==> src/rtl/tmem_arb_pkg.sv <==
// Shared constants and types for the tagged-memory bus arbiter.
// Word address, data and tag widths, FSM states and the latched request record.
package tmem_arb_pkg;

  localparam int unsigned ADDR_W = 20;
  localparam int unsigned DATA_W = 64;
  localparam int unsigned TAG_W  = 8;

  typedef enum logic [2:0] {
    StIdle,
    StAddr,
    StRead,
    StRdWait,
    StWrite,
    StLocked
  } arb_state_t;

  typedef struct packed {
    logic              we;
    logic              lock;
    logic [ADDR_W-1:0] addr;
    logic [DATA_W-1:0] wdata;
    logic [TAG_W-1:0]  wtag;
  } mem_req_t;

endpackage

==> src/rtl/tmem_arbiter_if.sv <==
// Requester ports plus the multiplexed tagged-memory bus, bundled for the arbiter.
// slave: the arbiter side; master: the requesters and the memory.
interface tmem_arbiter_if #(
  parameter int unsigned NREQ = 2
);
  import tmem_arb_pkg::*;

  logic [NREQ-1:0]             req;
  logic [NREQ-1:0]             we;
  logic [NREQ-1:0]             lock;
  logic [NREQ-1:0][ADDR_W-1:0] addr;
  logic [NREQ-1:0][DATA_W-1:0] wdata;
  logic [NREQ-1:0][TAG_W-1:0]  wtag;
  logic [NREQ-1:0]             done;
  logic [DATA_W-1:0]           rdata;
  logic [TAG_W-1:0]            rtag;
  logic [NREQ-1:0]             grant;
  logic                        lock_err;

  logic [DATA_W-1:0]           mem_ad;
  logic [TAG_W-1:0]            mem_tag;
  logic                        mem_astb;
  logic                        mem_atomic;
  logic                        mem_rd;
  logic                        mem_wr;
  logic [DATA_W-1:0]           mem_data;
  logic [TAG_W-1:0]            mem_itag;

  modport slave (
    input  req, we, lock, addr, wdata, wtag, mem_data, mem_itag,
    output done, rdata, rtag, grant, lock_err,
    output mem_ad, mem_tag, mem_astb, mem_atomic, mem_rd, mem_wr
  );

  modport master (
    output req, we, lock, addr, wdata, wtag, mem_data, mem_itag,
    input  done, rdata, rtag, grant, lock_err,
    input  mem_ad, mem_tag, mem_astb, mem_atomic, mem_rd, mem_wr
  );

endinterface

==> src/rtl/rr_picker.sv <==
// Combinational round-robin pick: first asserted request at or after ptr_i, wrapping.
module rr_picker #(
  parameter int unsigned NREQ = 2
) (
  input  logic [NREQ-1:0]         req_i,
  input  logic [$clog2(NREQ)-1:0] ptr_i,
  output logic [NREQ-1:0]         winner_o,
  output logic                    valid_o
);

  localparam int unsigned PtrW = $clog2(NREQ);

  logic [PtrW-1:0] idx;
  logic            found;

  always_comb begin
    winner_o = '0;
    idx      = '0;
    found    = 1'b0;
    for (int unsigned k = 0; k < NREQ; k++) begin
      idx = PtrW'((32'(ptr_i) + k) % NREQ);
      if (!found && req_i[idx]) begin
        winner_o[idx] = 1'b1;
        found         = 1'b1;
      end
    end
    valid_o = found;
  end

endmodule

==> src/rtl/tmem_arbiter.sv <==
// Round-robin arbiter sharing the tagged-memory bus between NREQ requesters, sequencing
// address and data phases and holding the grant across locked read-modify-write.
module tmem_arbiter
  import tmem_arb_pkg::*;
#(
  parameter int unsigned NREQ     = 2,
  parameter int unsigned RD_LAT   = 1,
  parameter int unsigned LOCK_TMO = 64
) (
  input logic           clk,
  input logic           reset,
  tmem_arbiter_if.slave bus
);

  localparam int unsigned PtrW = $clog2(NREQ);
  localparam int unsigned RdW  = (RD_LAT > 1) ? $clog2(RD_LAT) : 1;
  localparam int unsigned TmoW = (LOCK_TMO > 1) ? $clog2(LOCK_TMO) : 1;

  arb_state_t        state_q, state_d;
  logic [PtrW-1:0]   ptr_q, ptr_d;
  logic [PtrW-1:0]   owner_q, owner_d;
  logic [NREQ-1:0]   grant_q, grant_d;
  logic [NREQ-1:0]   done_q, done_d;
  mem_req_t          cur_q, cur_d;
  logic              locked_q, locked_d;
  logic [RdW-1:0]    rd_cnt_q, rd_cnt_d;
  logic [TmoW-1:0]   tmo_cnt_q, tmo_cnt_d;
  logic [DATA_W-1:0] rdata_q, rdata_d;
  logic [TAG_W-1:0]  rtag_q, rtag_d;
  logic              lock_err_q, lock_err_d;

  logic [NREQ-1:0]   req_live;
  logic [NREQ-1:0]   winner;
  logic              win_valid;
  logic [PtrW-1:0]   win_idx;
  logic [PtrW-1:0]   src_idx;
  mem_req_t          src;
  logic              owner_req;

  logic [DATA_W-1:0] mem_ad;
  logic [TAG_W-1:0]  mem_tag;
  logic              mem_astb, mem_atomic, mem_rd, mem_wr;

  // A requester still holds req during its done cycle; that is not a new request.
  assign req_live  = bus.req & ~done_q;
  assign owner_req = req_live[owner_q];

  rr_picker #(
    .NREQ (NREQ)
  ) u_rr_picker (
    .req_i    (req_live),
    .ptr_i    (ptr_q),
    .winner_o (winner),
    .valid_o  (win_valid)
  );

  always_comb begin
    win_idx = '0;
    for (int i = 0; i < NREQ; i++) begin
      if (winner[i]) win_idx = PtrW'(i);
    end
  end

  always_comb begin
    src_idx   = (state_q == StLocked) ? owner_q : win_idx;
    src.we    = bus.we[src_idx];
    src.lock  = bus.lock[src_idx];
    src.addr  = bus.addr[src_idx];
    src.wdata = bus.wdata[src_idx];
    src.wtag  = bus.wtag[src_idx];
  end

  always_comb begin
    state_d    = state_q;
    ptr_d      = ptr_q;
    owner_d    = owner_q;
    grant_d    = grant_q;
    done_d     = '0;
    cur_d      = cur_q;
    locked_d   = locked_q;
    rd_cnt_d   = rd_cnt_q;
    tmo_cnt_d  = tmo_cnt_q;
    rdata_d    = rdata_q;
    rtag_d     = rtag_q;
    lock_err_d = 1'b0;
    mem_ad     = '0;
    mem_tag    = '0;
    mem_astb   = 1'b0;
    mem_atomic = 1'b0;
    mem_rd     = 1'b0;
    mem_wr     = 1'b0;

    unique case (state_q)
      StIdle: begin
        grant_d = '0;
        if (win_valid) begin
          cur_d   = src;
          grant_d = winner;
          owner_d = win_idx;
          ptr_d   = (win_idx == PtrW'(NREQ - 1)) ? '0 : win_idx + 1'b1;
          state_d = StAddr;
        end
      end
      StAddr: begin
        mem_astb   = 1'b1;
        mem_ad     = {{(DATA_W - ADDR_W){1'b0}}, cur_q.addr};
        mem_atomic = cur_q.lock | locked_q;
        state_d    = cur_q.we ? StWrite : StRead;
      end
      StRead: begin
        mem_rd   = 1'b1;
        rd_cnt_d = RdW'(RD_LAT - 1);
        state_d  = StRdWait;
      end
      StRdWait: begin
        if (rd_cnt_q == '0) begin
          rdata_d = bus.mem_data;
          rtag_d  = bus.mem_itag;
          done_d  = grant_q;
          if (cur_q.lock) begin
            locked_d  = 1'b1;
            tmo_cnt_d = '0;
            state_d   = StLocked;
          end else begin
            locked_d = 1'b0;
            grant_d  = '0;
            state_d  = StIdle;
          end
        end else begin
          rd_cnt_d = rd_cnt_q - 1'b1;
        end
      end
      StWrite: begin
        mem_wr     = 1'b1;
        mem_ad     = cur_q.wdata;
        mem_tag    = cur_q.wtag;
        mem_atomic = locked_q;
        done_d     = grant_q;
        locked_d   = 1'b0;
        grant_d    = '0;
        state_d    = StIdle;
      end
      StLocked: begin
        if (owner_req) begin
          cur_d     = src;
          tmo_cnt_d = '0;
          state_d   = StAddr;
        end else if (tmo_cnt_q == TmoW'(LOCK_TMO - 1)) begin
          lock_err_d = 1'b1;
          locked_d   = 1'b0;
          grant_d    = '0;
          state_d    = StIdle;
        end else begin
          tmo_cnt_d = tmo_cnt_q + 1'b1;
        end
      end
      default: state_d = StIdle;
    endcase
  end

  always_ff @(posedge clk or posedge reset) begin
    if (reset) begin
      state_q    <= StIdle;
      ptr_q      <= '0;
      owner_q    <= '0;
      grant_q    <= '0;
      done_q     <= '0;
      cur_q      <= '0;
      locked_q   <= 1'b0;
      rd_cnt_q   <= '0;
      tmo_cnt_q  <= '0;
      rdata_q    <= '0;
      rtag_q     <= '0;
      lock_err_q <= 1'b0;
    end else begin
      state_q    <= state_d;
      ptr_q      <= ptr_d;
      owner_q    <= owner_d;
      grant_q    <= grant_d;
      done_q     <= done_d;
      cur_q      <= cur_d;
      locked_q   <= locked_d;
      rd_cnt_q   <= rd_cnt_d;
      tmo_cnt_q  <= tmo_cnt_d;
      rdata_q    <= rdata_d;
      rtag_q     <= rtag_d;
      lock_err_q <= lock_err_d;
    end
  end

  assign bus.done       = done_q;
  assign bus.rdata      = rdata_q;
  assign bus.rtag       = rtag_q;
  assign bus.grant      = grant_q;
  assign bus.lock_err   = lock_err_q;
  assign bus.mem_ad     = mem_ad;
  assign bus.mem_tag    = mem_tag;
  assign bus.mem_astb   = mem_astb;
  assign bus.mem_atomic = mem_atomic;
  assign bus.mem_rd     = mem_rd;
  assign bus.mem_wr     = mem_wr;

endmodule

==> src/flat_wrapper.sv <==
// flat-port wrapper written by rule: the top's interface ports become plain ports
module tmem_arbiter_flat import tmem_arb_pkg::*;
#(
  parameter int unsigned NREQ     = 2,
  parameter int unsigned RD_LAT   = 1,
  parameter int unsigned LOCK_TMO = 64
)
  (clk, reset, bus_req, bus_we, bus_lock, bus_addr, bus_wdata, bus_wtag, bus_mem_data, bus_mem_itag, bus_done, bus_rdata, bus_rtag, bus_grant, bus_lock_err, bus_mem_ad, bus_mem_tag, bus_mem_astb, bus_mem_atomic, bus_mem_rd, bus_mem_wr);
  tmem_arbiter_if #(.NREQ(NREQ)) bus_i ();
  input logic clk;
  input logic reset;
  input wire logic [$bits(bus_i.req)-1:0] bus_req;
  input wire logic [$bits(bus_i.we)-1:0] bus_we;
  input wire logic [$bits(bus_i.lock)-1:0] bus_lock;
  input wire logic [$bits(bus_i.addr)-1:0] bus_addr;
  input wire logic [$bits(bus_i.wdata)-1:0] bus_wdata;
  input wire logic [$bits(bus_i.wtag)-1:0] bus_wtag;
  input wire logic [$bits(bus_i.mem_data)-1:0] bus_mem_data;
  input wire logic [$bits(bus_i.mem_itag)-1:0] bus_mem_itag;
  output wire logic [$bits(bus_i.done)-1:0] bus_done;
  output wire logic [$bits(bus_i.rdata)-1:0] bus_rdata;
  output wire logic [$bits(bus_i.rtag)-1:0] bus_rtag;
  output wire logic [$bits(bus_i.grant)-1:0] bus_grant;
  output wire logic [$bits(bus_i.lock_err)-1:0] bus_lock_err;
  output wire logic [$bits(bus_i.mem_ad)-1:0] bus_mem_ad;
  output wire logic [$bits(bus_i.mem_tag)-1:0] bus_mem_tag;
  output wire logic [$bits(bus_i.mem_astb)-1:0] bus_mem_astb;
  output wire logic [$bits(bus_i.mem_atomic)-1:0] bus_mem_atomic;
  output wire logic [$bits(bus_i.mem_rd)-1:0] bus_mem_rd;
  output wire logic [$bits(bus_i.mem_wr)-1:0] bus_mem_wr;
  assign bus_i.req = bus_req;
  assign bus_i.we = bus_we;
  assign bus_i.lock = bus_lock;
  assign bus_i.addr = bus_addr;
  assign bus_i.wdata = bus_wdata;
  assign bus_i.wtag = bus_wtag;
  assign bus_i.mem_data = bus_mem_data;
  assign bus_i.mem_itag = bus_mem_itag;
  assign bus_done = bus_i.done;
  assign bus_rdata = bus_i.rdata;
  assign bus_rtag = bus_i.rtag;
  assign bus_grant = bus_i.grant;
  assign bus_lock_err = bus_i.lock_err;
  assign bus_mem_ad = bus_i.mem_ad;
  assign bus_mem_tag = bus_i.mem_tag;
  assign bus_mem_astb = bus_i.mem_astb;
  assign bus_mem_atomic = bus_i.mem_atomic;
  assign bus_mem_rd = bus_i.mem_rd;
  assign bus_mem_wr = bus_i.mem_wr;
  tmem_arbiter #(.NREQ(NREQ), .RD_LAT(RD_LAT), .LOCK_TMO(LOCK_TMO)) u_core (.clk(clk), .reset(reset), .bus(bus_i));
endmodule
==> config.mk <==
export PLATFORM = sky130hd
export DESIGN_NAME = tmem_arbiter_flat
export DESIGN_NICKNAME = d
export VERILOG_FILES = /design/src/rtl/tmem_arb_pkg.sv /design/src/rtl/tmem_arbiter_if.sv /design/src/rtl/rr_picker.sv /design/src/rtl/tmem_arbiter.sv /design/src/flat_wrapper.sv
export SDC_FILE = /design/constraint.sdc
export NUM_CORES = 1
export LEC_CHECK = 0
export ABC_AREA = 0
export CORE_AREA = 3 3 160 162
export DETAILED_ROUTE_END_ITERATION = 8
export DIE_AREA = 0 0 163 165
export PLACE_DENSITY_LB_ADDON = 0.2
export SYNTH_ARGS = -nofsm -noshare
export SYNTH_HDL_FRONTEND = slang
export SYNTH_SLANG_ARGS = --single-unit
==> constraint.sdc <==
create_clock -name clk -period 17.6 [get_ports clk]
set_clock_uncertainty 0.15 [all_clocks]
set_input_delay 2.64 -clock clk [delete_from_list [all_inputs] [get_ports clk]]
set_output_delay 2.64 -clock clk [all_outputs]
set_load 0.05 [all_outputs]
==> results of run 1 <==
-- placed cells by master, fill, tap and decap left out, drive strengths merged, types with 2 or more instances in the layout --
cell type | Yosys | routed
clkdlybuf4s50 | 0 | 416
inv | 4 | 10
and3b | 2 | 2
nand2b | 4 | 4
mux2 | 187 | 187
o21ai | 2 | 2
and2 | 55 | 55
nor3 | 5 | 5
nor2b | 4 | 4
a21o | 2 | 2
a22o | 22 | 22
a221o | 4 | 4
buf | 33 | 11
clkinvlp | 0 | 5
clkbuf | 19 | 17
nand3b | 3 | 3
a2bb2oi | 2 | 2
nand2 | 219 | 219
or3 | 2 | 2
or2 | 2 | 2
clkinv | 0 | 2
nor3b | 5 | 5
dfrtp | 183 | 183
a21oi | 5 | 5
nand3 | 2 | 2
mux2i | 2 | 2
nor2 | 12 | 12
-- worst max-delay path: cells and delay by family (launching register included) --
kind,cells,cell delay (ps)
buf+inv,2,1450
flops,1,600
simple gates,3,730
-- metrics by stage --
step	utilization	hold WS [ps]	instance area [um^2]
CTS	0.589	329	14300
global route	0.589	346	14300
floorplan	-	322	9280
global placement	0.564	306	13700
detailed placement	0.564	311	13700
finish	0.589	323	14300
-- cell type report --
class / count / area [um^2]
clock inverters: 14 / 160
repair buffers: 427 / 4250
well taps: 324 / 405
clock buffers: 17 / 425
inverters: 4 / 22.5
fillers: 2045 / 9970
flip-flops and latches: 183 / 4580
multi-input cells: 555 / 4430
-- power by group through the flow --
stage / registers, uW / clock network [uW] / logic [uW]
final: 755 / 384 / 1560
after global placement: 754 / 0 / 1570
after floorplan: 1020 / 0 / 847
after CTS: 755 / 394 / 1580
after detailed placement: 760 / 0 / 1580
after global routing: 783 / 413 / 1660
-- registers in the layout, indices dropped and copies added (netlist names) --
| register | count |
|---|---|
| u_core.bus.done | 2 |
| u_core.bus.grant | 2 |
| u_core.bus.lock_err | 1 |
| u_core.bus.rdata | 64 |
| u_core.bus.rtag | 8 |
| u_core.cur_q | 94 |
| u_core.locked_q | 1 |
| u_core.owner_q | 1 |
| u_core.ptr_q | 1 |
| u_core.state_q | 3 |
| u_core.tmo_cnt_q | 6 |
-- per-layer routing --
layer  vias up  part of all wire
met5         -                 0
met4         0             0.012
met3        16             0.075
met2       240              0.52
met1      3400              0.39
li1       3456                 -
-- final timing paths --
check                                           from              endpoint  slack (ps)  cells after the start
min in group asynchronous                      reset  u_core.bus.rdata[23]        2590                      2
worst max-delay path               u_core.state_q[1]        bus_mem_ad[22]       11580                      5
worst max register to register     u_core.state_q[1]       u_core.cur_q[5]       14110                      5
max in group asynchronous                      reset          u_core.ptr_q       13200                      3
worst min register to register  u_core.bus.rdata[39]  u_core.bus.rdata[39]         320                      2
worst min-delay path            u_core.bus.rdata[39]  u_core.bus.rdata[39]         320                      2
-- cells by family (layout without fill, tap and decap cells) --
| logic type | Yosys count | after routing |
|---|---|---|
| adders and majority gates | 1 | 1 |
| muxes | 189 | 189 |
| and+or+nand+nor | 318 | 318 |
| buffers and inverters | 56 | 462 |
| AOI/OAI and AO/OA | 46 | 46 |
| xor gates and xnor gates | 1 | 1 |
| DFF | 183 | 183 |
==> run_results.csv, run 1 <==
group,metric,value,unit
yosys,synth_edf_count,0,
clock_network,clock-sinks,183,
final_layout,nets,1453,
yosys,synth-seq-cells,183,
sta,setup_slack,11580,ps
worst_hold_path,hold_class,"reg -> reg",
place,place_inst,1493,
sta,finalSetupTns,0,ps
place,place_congestion,0.773,
worst_setup_path,arrival,3230,ps
sta,rsz0062_at_grt,"false",
yosys,synth_area_leaders,"dfrtp_1 49%, mux2_4 19%, nand2_1 8.9%",
yosys,async_flop_share,1.00,
clock_network,post_cts_buffers,0,
place,place.port_buffers,416,
power,switchingPower,1180,uW
floorplanning,die_y,165,um
detailed_routing,dr.pass1.iters,4,
yosys,synth.avg_cell_area,11.7,um^2
detailed_routing,postRouteAntennaNets,0,
grt,antenna_found_initial,0,
detailed_routing,totalWireLength,26.7,mm
worst_setup_path,slowest_stage,"clkdlybuf4s50_1",
worst_setup_path,worstPathMaxFanout,70,
yosys,synthMuxAreaShare,0.277,
clock_network,ctsResizeCount,0,
worst_setup_path,critical_path_class,"reg -> out",
yosys,yosysWarnings,0,
yosys,synth_top_family_by_area,"multiplexers",
yosys,ys.flop_type,"dfrtp_1",
power,power_frac_seq,0.279,
power,p_per_area,189,nW/um^2
yosys,synth_adder_area_share,0.00135,
grt,grt_pass1_vias,7322,
power,power_frac_comb,0.579,
yosys,ys_types,44,
grt,met2_usage,0.352,
clock_network,cts_tree,"built",
grt,grt_pass1_wl,40.8,mm
yosys,ys_seq_area_frac,0.493,
clock_network,cts-root-buf,"clkbuf_16",
grt,grt_max_degree,109,
detailed_routing,drc_errors,0,
sta,fin_crit,6020,ps
clock_network,hold_buffers,0,
grt,overflow,0,
worst_setup_path,crit_path_max_incr_delay,880,ps
outcome,status,"complete, no violations",
clock_network,clkSlewWorstSetupHoldPaths,70,ps
yosys,synth_compound_area_frac,0.0418,
sta,worst_pin_slew,1030,ps
detailed_routing,wl_per_cell,17.5,um
grt,grt_usage,0.194,
yosys,yosysTopAreaCellShare,0.493,
yosys,synth_xor_area_frac,0.000943,
worst_setup_path,critPathLaunchType,"flip-flop",
final_layout,drive_above_1_share,0.199,
job,maxCapViolCount,0,
grt,grt_util_met3,0.0549,
final_layout,insertedDiodeCount,0,
power,swShare,0.438,
yosys,synth_common_cells,"219 x nand2_1, 183 x dfrtp_1, 118 x mux2_4, 69 x mux2_2, 55 x and2_1",
clock_network,cts_buffers,17,
place,place_ws,11650,ps
floorplanning,dieArea,26900,um^2
sta,min_period_over_period,0.342,
yosys,synth_cells,794,
worst_setup_path,cp-end-kind,"primary output",
place,place_hpwl,19.5,mm
power,p_int,1520,uW
sta,final_hold_viol_count,0,
sta,drv_slew,0,
final_layout,stdcell_count,1524,
final_layout,area_growth,53.7,%
floorplanning,die_w,163,um
power,ir_worst_vdd,0.0937,mV
clock_network,insertion_delay,420,ps
yosys,synthesis.area,9280,um^2
floorplanning,start_util,0.383,
floorplanning,fp-row-count,57,
clock_network,cts_max_path_buffers,2,
worst_setup_path,path_cells,"nand2b_1 > nor2_4 > buf_4 > and2_1 > clkdlybuf4s50_1",
detailed_routing,via_count,7112,
detailed_routing,viasPerCell,4.67,
grt,met1_usage,0.226,
sta,max_freq,166,MHz
floorplanning,core_area,24200,um^2
floorplanning,ios,417,
yosys,synthSimpleGateAreaFrac,0.154,
sta,setup_violations,0,
power,power.share.clock,0.142,
clock_network,htree_levels,4,
yosys,synth_fp_nets,1059,
yosys,yosysMostFrequentCell,"nand2_1",
detailed_routing,drtIter0Drc,362,
grt,grt.busiest_layer,"met2",
power,finalPower,2700,uW
worst_setup_path,crit_required,14810,ps
power,leakagePower,0.00632,uW
yosys,synth.largest_area_cell,"dfrtp_1",
sta,relSlewSlack,0.316,
Note: power is estimated with default switching activity, not from simulation.
==> inputs of run 2 (changes only) <==
--- a/config.mk
+++ b/config.mk
@@ -6,9 +6,10 @@
 export NUM_CORES = 1
 export LEC_CHECK = 0
 export ABC_AREA = 0
-export CORE_AREA = 3 3 160 162
+export CORE_ASPECT_RATIO = 0.7
+export CORE_MARGIN = 3
+export CORE_UTILIZATION = 38
 export DETAILED_ROUTE_END_ITERATION = 8
-export DIE_AREA = 0 0 163 165
 export PLACE_DENSITY_LB_ADDON = 0.2
 export SYNTH_ARGS = -nofsm -noshare
 export SYNTH_HDL_FRONTEND = slang
==> constraint.sdc (replaced) <==
create_clock -name clk -period 4.9 [get_ports clk]
set_clock_uncertainty 0.15 [all_clocks]
set_input_delay 0.735 -clock clk [delete_from_list [all_inputs] [get_ports clk]]
set_output_delay 0.735 -clock clk [all_outputs]
set_load 0.05 [all_outputs]
==> run 2 against run 1 <==
Compared with the run above: clock-buffer cell count is 2 higher; routed wire length is 2.0% higher; design area is 0.63% higher; combinational power grew to 3.6 times the previous value; core utilization is 1.4 points higher; cell count is 0.33% lower; highest routed layer unchanged.
==> run_results.csv, run 2 (synthesis results as in run 1) <==
group,metric,value,unit
detailed_routing,totalWireLength,27.2,mm
final_layout,top_register,"u_core.cur_q",
sta,drv_slew,0,
clock_network,ctsResizeCount,0,
floorplanning,fp-row-count,47,
place,place_congestion,0.773,
floorplanning,ios,417,
clock_network,hold_buffers,0,
sta,worst_pin_slew,770,ps
floorplanning,dieArea,26400,um^2
worst_setup_path,path_cells,"nand2b_1 > nor2_4 > buf_4 > a22o_1 > clkdlybuf4s50_1",
final_layout,insertedDiodeCount,0,
detailed_routing,wl_per_cell,17.9,um
floorplanning,core_area,23800,um^2
sta,fin_crit,3970,ps
clock_network,htree_levels,4,
detailed_routing,via_count,7154,
grt,grt_pass1_wl,40.8,mm
grt,overflow,0,
sta,setup_violations,0,
grt,grt_usage,0.201,
outcome,status,"complete, no violations",
place,post_dp_cell_area,13700,um^2
worst_setup_path,crit_required,4010,ps
clock_network,post_cts_buffers,0,
detailed_routing,drc_errors,0,
worst_setup_path,cp-end-kind,"primary output",
place,place_hpwl,19.8,mm
detailed_routing,dr.pass1.iters,4,
sta,hold_slack,324,ps
detailed_routing,postRouteAntennaNets,0,
floorplanning,die_y,137,um
final_layout,layout.cells.most_common,"clkdlybuf4s50_1",
job,maxCapViolCount,0,
grt,grt_max_degree,112,
sta,finalSetupTns,0,ps
clock_network,cts-root-buf,"clkbuf_16",
sta,min_period_over_period,0.810,
worst_setup_path,arrival,3090,ps
sta,rsz0062_at_grt,"false",
final_layout,final_util,0.603,
final_layout,final_cell_mix,"416 x clkdlybuf4s50_1, 219 x nand2_1, 183 x dfrtp_1, 118 x mux2_4, 69 x mux2_2",
floorplanning,die_w,193,um
detailed_routing,viasPerCell,4.71,
sta,relSlewSlack,0.487,
final_layout,area_growth,54.7,%
grt,grt_pass1_vias,7306,
worst_hold_path,hold_class,"reg -> reg",
grt,antenna_found_initial,0,
final_layout,nets,1454,
detailed_routing,drtIter0Drc,249,
worst_setup_path,slowest_stage,"clkdlybuf4s50_1",
final_layout,drive_above_1_share,0.200,
worst_setup_path,critPathLaunchType,"flip-flop",
power,ir_worst_vdd,0.414,mV
clock_network,insertion_delay,420,ps
clock_network,cts_buffers,17,
place,place.port_buffers,416,
worst_setup_path,critical_path_class,"reg -> out",
sta,max_freq,252,MHz
final_layout,largest_reg_flops,94,
final_layout,nFillCells,1943,
worst_setup_path,crit_path_max_incr_delay,820,ps
power,leakagePower,0.00637,uW
clock_network,cts_tree,"built",
power,p_per_area,687,nW/um^2
final_layout,finalInstanceArea,14400,um^2
sta,final_hold_viol_count,0,
floorplanning,start_util,0.390,
clock_network,cts_max_path_buffers,2,
clock_network,clock-sinks,183,
clock_network,clkSlewWorstSetupHoldPaths,70,ps
worst_setup_path,worstPathMaxFanout,75,
[run 2: worst paths after layout]
check	startpoint	end	slack [ps]	depth (start not counted)
setup reg to reg	u_core.state_q[1]	u_core.cur_q[49]	1950	5
min in group asynchronous	reset	u_core.bus.rdata[62]	550	2
max in group asynchronous	reset	u_core.cur_q[28]	3030	3
setup / recovery	u_core.state_q[1]	bus_mem_ad[9]	930	5
hold / removal	u_core.bus.rdata[20]	u_core.bus.rdata[20]	320	2
hold reg to reg	u_core.bus.rdata[20]	u_core.bus.rdata[20]	320	2
[run 2: final cells by class]
cell class / instances / area, um^2 / share of cell area
clock inverter: 12 / 189 / 0.0132
inverter: 4 / 18.8 / 0.00131
timing repair buffer: 428 / 4290 / 0.299
sequential: 183 / 4580 / 0.319
tap: 318 / 398 / 0.0277
multi-input combinational: 555 / 4430 / 0.309
clock buffer: 19 / 453 / 0.0315
[run 2: metal layers]
metal | track usage | vias up | share of wire
met5 | 0 | - | 0
met2 | 0.325 | 250 | 0.46
met3 | 0.0712 | 41 | 0.086
li1 | - | 3455 | -
met1 | 0.250 | 3408 | 0.42
met4 | 0.0752 | 0 | 0.027
[run 2: worst max-delay path, delay by kind of cell (launching register included)]
kind	cells	cell delay (ps)
DFF	1	570
and+or+nand+nor	2	410
AOI/OAI and AO/OA	1	280
buffers and inverters	2	1400
[run 2: per-stage QoR]
stage / total power (uW) / instances / worst slack (ps)
floorplan: 6710 / 794 / 1660
global placement: 8380 / 1488 / 1380
detailed placement: 8420 / 1488 / 1350
CTS: 9990 / 1519 / 857
global route: 10400 / 1519 / 757
finish: 9870 / 1519 / 929
[run 2: where the power goes]
group          switching, uW  internal [uW]
Sequential               476           2270
Combinational           3150           2470
Clock                    618            890
Total                   4240           5630
==> inputs of run 3 (changes only) <==
==> constraint.sdc (replaced) <==
create_clock -name clk -period 3.6 [get_ports clk]
set_clock_uncertainty 0.15 [all_clocks]
set_input_delay 0.54 -clock clk [delete_from_list [all_inputs] [get_ports clk]]
set_output_delay 0.54 -clock clk [all_outputs]
set_load 0.05 [all_outputs]
==> run 3 against run 2 <==
Compared with the run above: first-iteration DRC count rose by 0.80%; core utilization fell by 0.27 points; flip-flop and latch count did not move; critical path depth did not move; sequential power rose by 34%; sequential share of layout area rose by 0.14 points; combinational power rose by 38%; die area did not move; clock power rose by 25%; routed wire length rose by 0.82%; register-to-register slack got worse by 890 ps; non-clock buffer count rose by 5; critical path type unchanged; largest power group unchanged; highest routed layer unchanged.
==> run_results.csv, run 3 (synthesis results as in run 1) <==
group,metric,value,unit
outcome,status,"complete, no violations",
final_layout,finalInstanceArea,14300,um^2
sta,drv_slew,0,
worst_hold_path,hold_class,"reg -> reg",
worst_setup_path,crit_required,2910,ps
place,place_hpwl,20.0,mm
final_layout,final_cell_mix,"373 x clkdlybuf4s50_1, 219 x nand2_1, 183 x dfrtp_1, 118 x mux2_4, 69 x mux2_2",
grt,grt_max_degree,76,
final_layout,area_growth,54.0,%
grt,grt_pass1_vias,7395,
worst_setup_path,critPathLaunchType,"flip-flop",
detailed_routing,postRouteAntennaNets,0,
clock_network,htree_levels,4,
detailed_routing,via_count,7202,
clock_network,clkSlewWorstSetupHoldPaths,70,ps
sta,worst_pin_slew,757,ps
final_layout,final_util,0.600,
clock_network,hold_buffers,0,
detailed_routing,totalWireLength,27.5,mm
worst_setup_path,slowest_stage,"clkdlybuf4s50_1",
clock_network,cts-root-buf,"clkbuf_16",
final_layout,layout.cells.most_common,"clkdlybuf4s50_1",
detailed_routing,drtIter0Drc,251,
worst_setup_path,arrival,2730,ps
grt,overflow,0,
power,leakagePower,0.00646,uW
floorplanning,dieArea,26400,um^2
sta,fin_crit,3420,ps
worst_setup_path,crit_path_max_incr_delay,800,ps
worst_setup_path,worstPathMaxFanout,25,
power,ir_worst_vdd,0.547,mV
clock_network,clock-sinks,183,
place,place_congestion,0.782,
job,maxCapViolCount,0,
floorplanning,start_util,0.390,
sta,min_period_over_period,0.949,
detailed_routing,dr.pass1.iters,4,
clock_network,insertion_delay,430,ps
final_layout,nets,1459,
detailed_routing,drc_errors,0,
sta,finalSetupTns,0,ps
sta,max_freq,293,MHz
clock_network,ctsResizeCount,0,
clock_network,post_cts_buffers,0,
final_layout,largest_reg_flops,94,
floorplanning,die_y,137,um
clock_network,cts_tree,"built",
clock_network,cts_buffers,17,
clock_network,cts_max_path_buffers,2,
floorplanning,ios,417,
worst_setup_path,critical_path_class,"reg -> out",
worst_setup_path,cp-end-kind,"primary output",
place,place.port_buffers,416,
final_layout,top_register,"u_core.cur_q",
power,p_per_area,929,nW/um^2
detailed_routing,viasPerCell,4.72,
sta,final_hold_viol_count,0,
floorplanning,core_area,23800,um^2
floorplanning,die_w,193,um
grt,antenna_found_initial,0,
grt,grt_usage,0.202,
final_layout,drive_above_1_share,0.239,
detailed_routing,wl_per_cell,18.0,um
final_layout,insertedDiodeCount,0,
worst_setup_path,path_cells,"inv_1 > nor3_2 > buf_4 > a22o_1 > clkdlybuf4s50_1",
sta,setup_violations,0,
sta,rsz0062_at_grt,"false",
place,post_dp_cell_area,13700,um^2
sta,relSlewSlack,0.494,
floorplanning,fp-row-count,47,
grt,grt_pass1_wl,40.9,mm
[run 3: worst paths after layout]
check / from / end / slack, ps / cells past startpoint
setup / recovery: u_core.state_q[0] / bus_mem_ad[17] / 180 / 5
hold / removal: u_core.bus.rdata[8] / u_core.bus.rdata[8] / 330 / 2
setup reg to reg: u_core.state_q[0] / u_core.cur_q[69] / 1060 / 5
hold reg to reg: u_core.bus.rdata[8] / u_core.bus.rdata[8] / 330 / 2
max in group asynchronous: reset / u_core.cur_q[42] / 2000 / 3
min in group asynchronous: reset / u_core.bus.rdata[32] / 440 / 2
[run 3: worst max-delay path: cells and delay by family (launching register included)]
| family | cells | cell delay (ps) |
|---|---|---|
| and+or+nand+nor | 1 | 200 |
| DFF | 1 | 600 |
| AOI/OAI and AO/OA | 1 | 200 |
| buffers and inverters | 3 | 1290 |
[run 3: final cells by class]
cell class              count  area [um^2]
inverters                   4         18.8
fillers                  1981         9520
multi-input cells         555         4430
clock inverters            15          160
repair buffers            433         4280
flip-flops and latches    183         4580
clock buffers              17          425
well taps                 318          398
[run 3: metal layers]
layer / vias up / global-route usage / routed length (um)
met5: - / 0 / 0
met4: 0 / 0.0465 / 323
met3: 15 / 0.0719 / 2330
met2: 218 / 0.342 / 13400
met1: 3501 / 0.249 / 11400
li1: 3468 / - / -
[run 3: metrics by stage]
| stage | power (uW) | instances | hold slack (ps) | worst slack, ps |
|---|---|---|---|---|
| after detailed placement | 11500 | 1493 | 311 | 622 |
| after CTS | 13400 | 1525 | 329 | 149 |
| after global routing | 14000 | 1525 | 343 | 8.13 |
| after global placement | 11400 | 1493 | 307 | 653 |
| final | 13300 | 1525 | 326 | 184 |
| after floorplan | 9140 | 794 | 322 | 559 |
[run 3: report_power, final]
group	leakage, uW	internal (uW)	switching, uW
sequential	0.00220	3090	598
clock	0.000274	983	893
combinational	0.00398	3360	4360
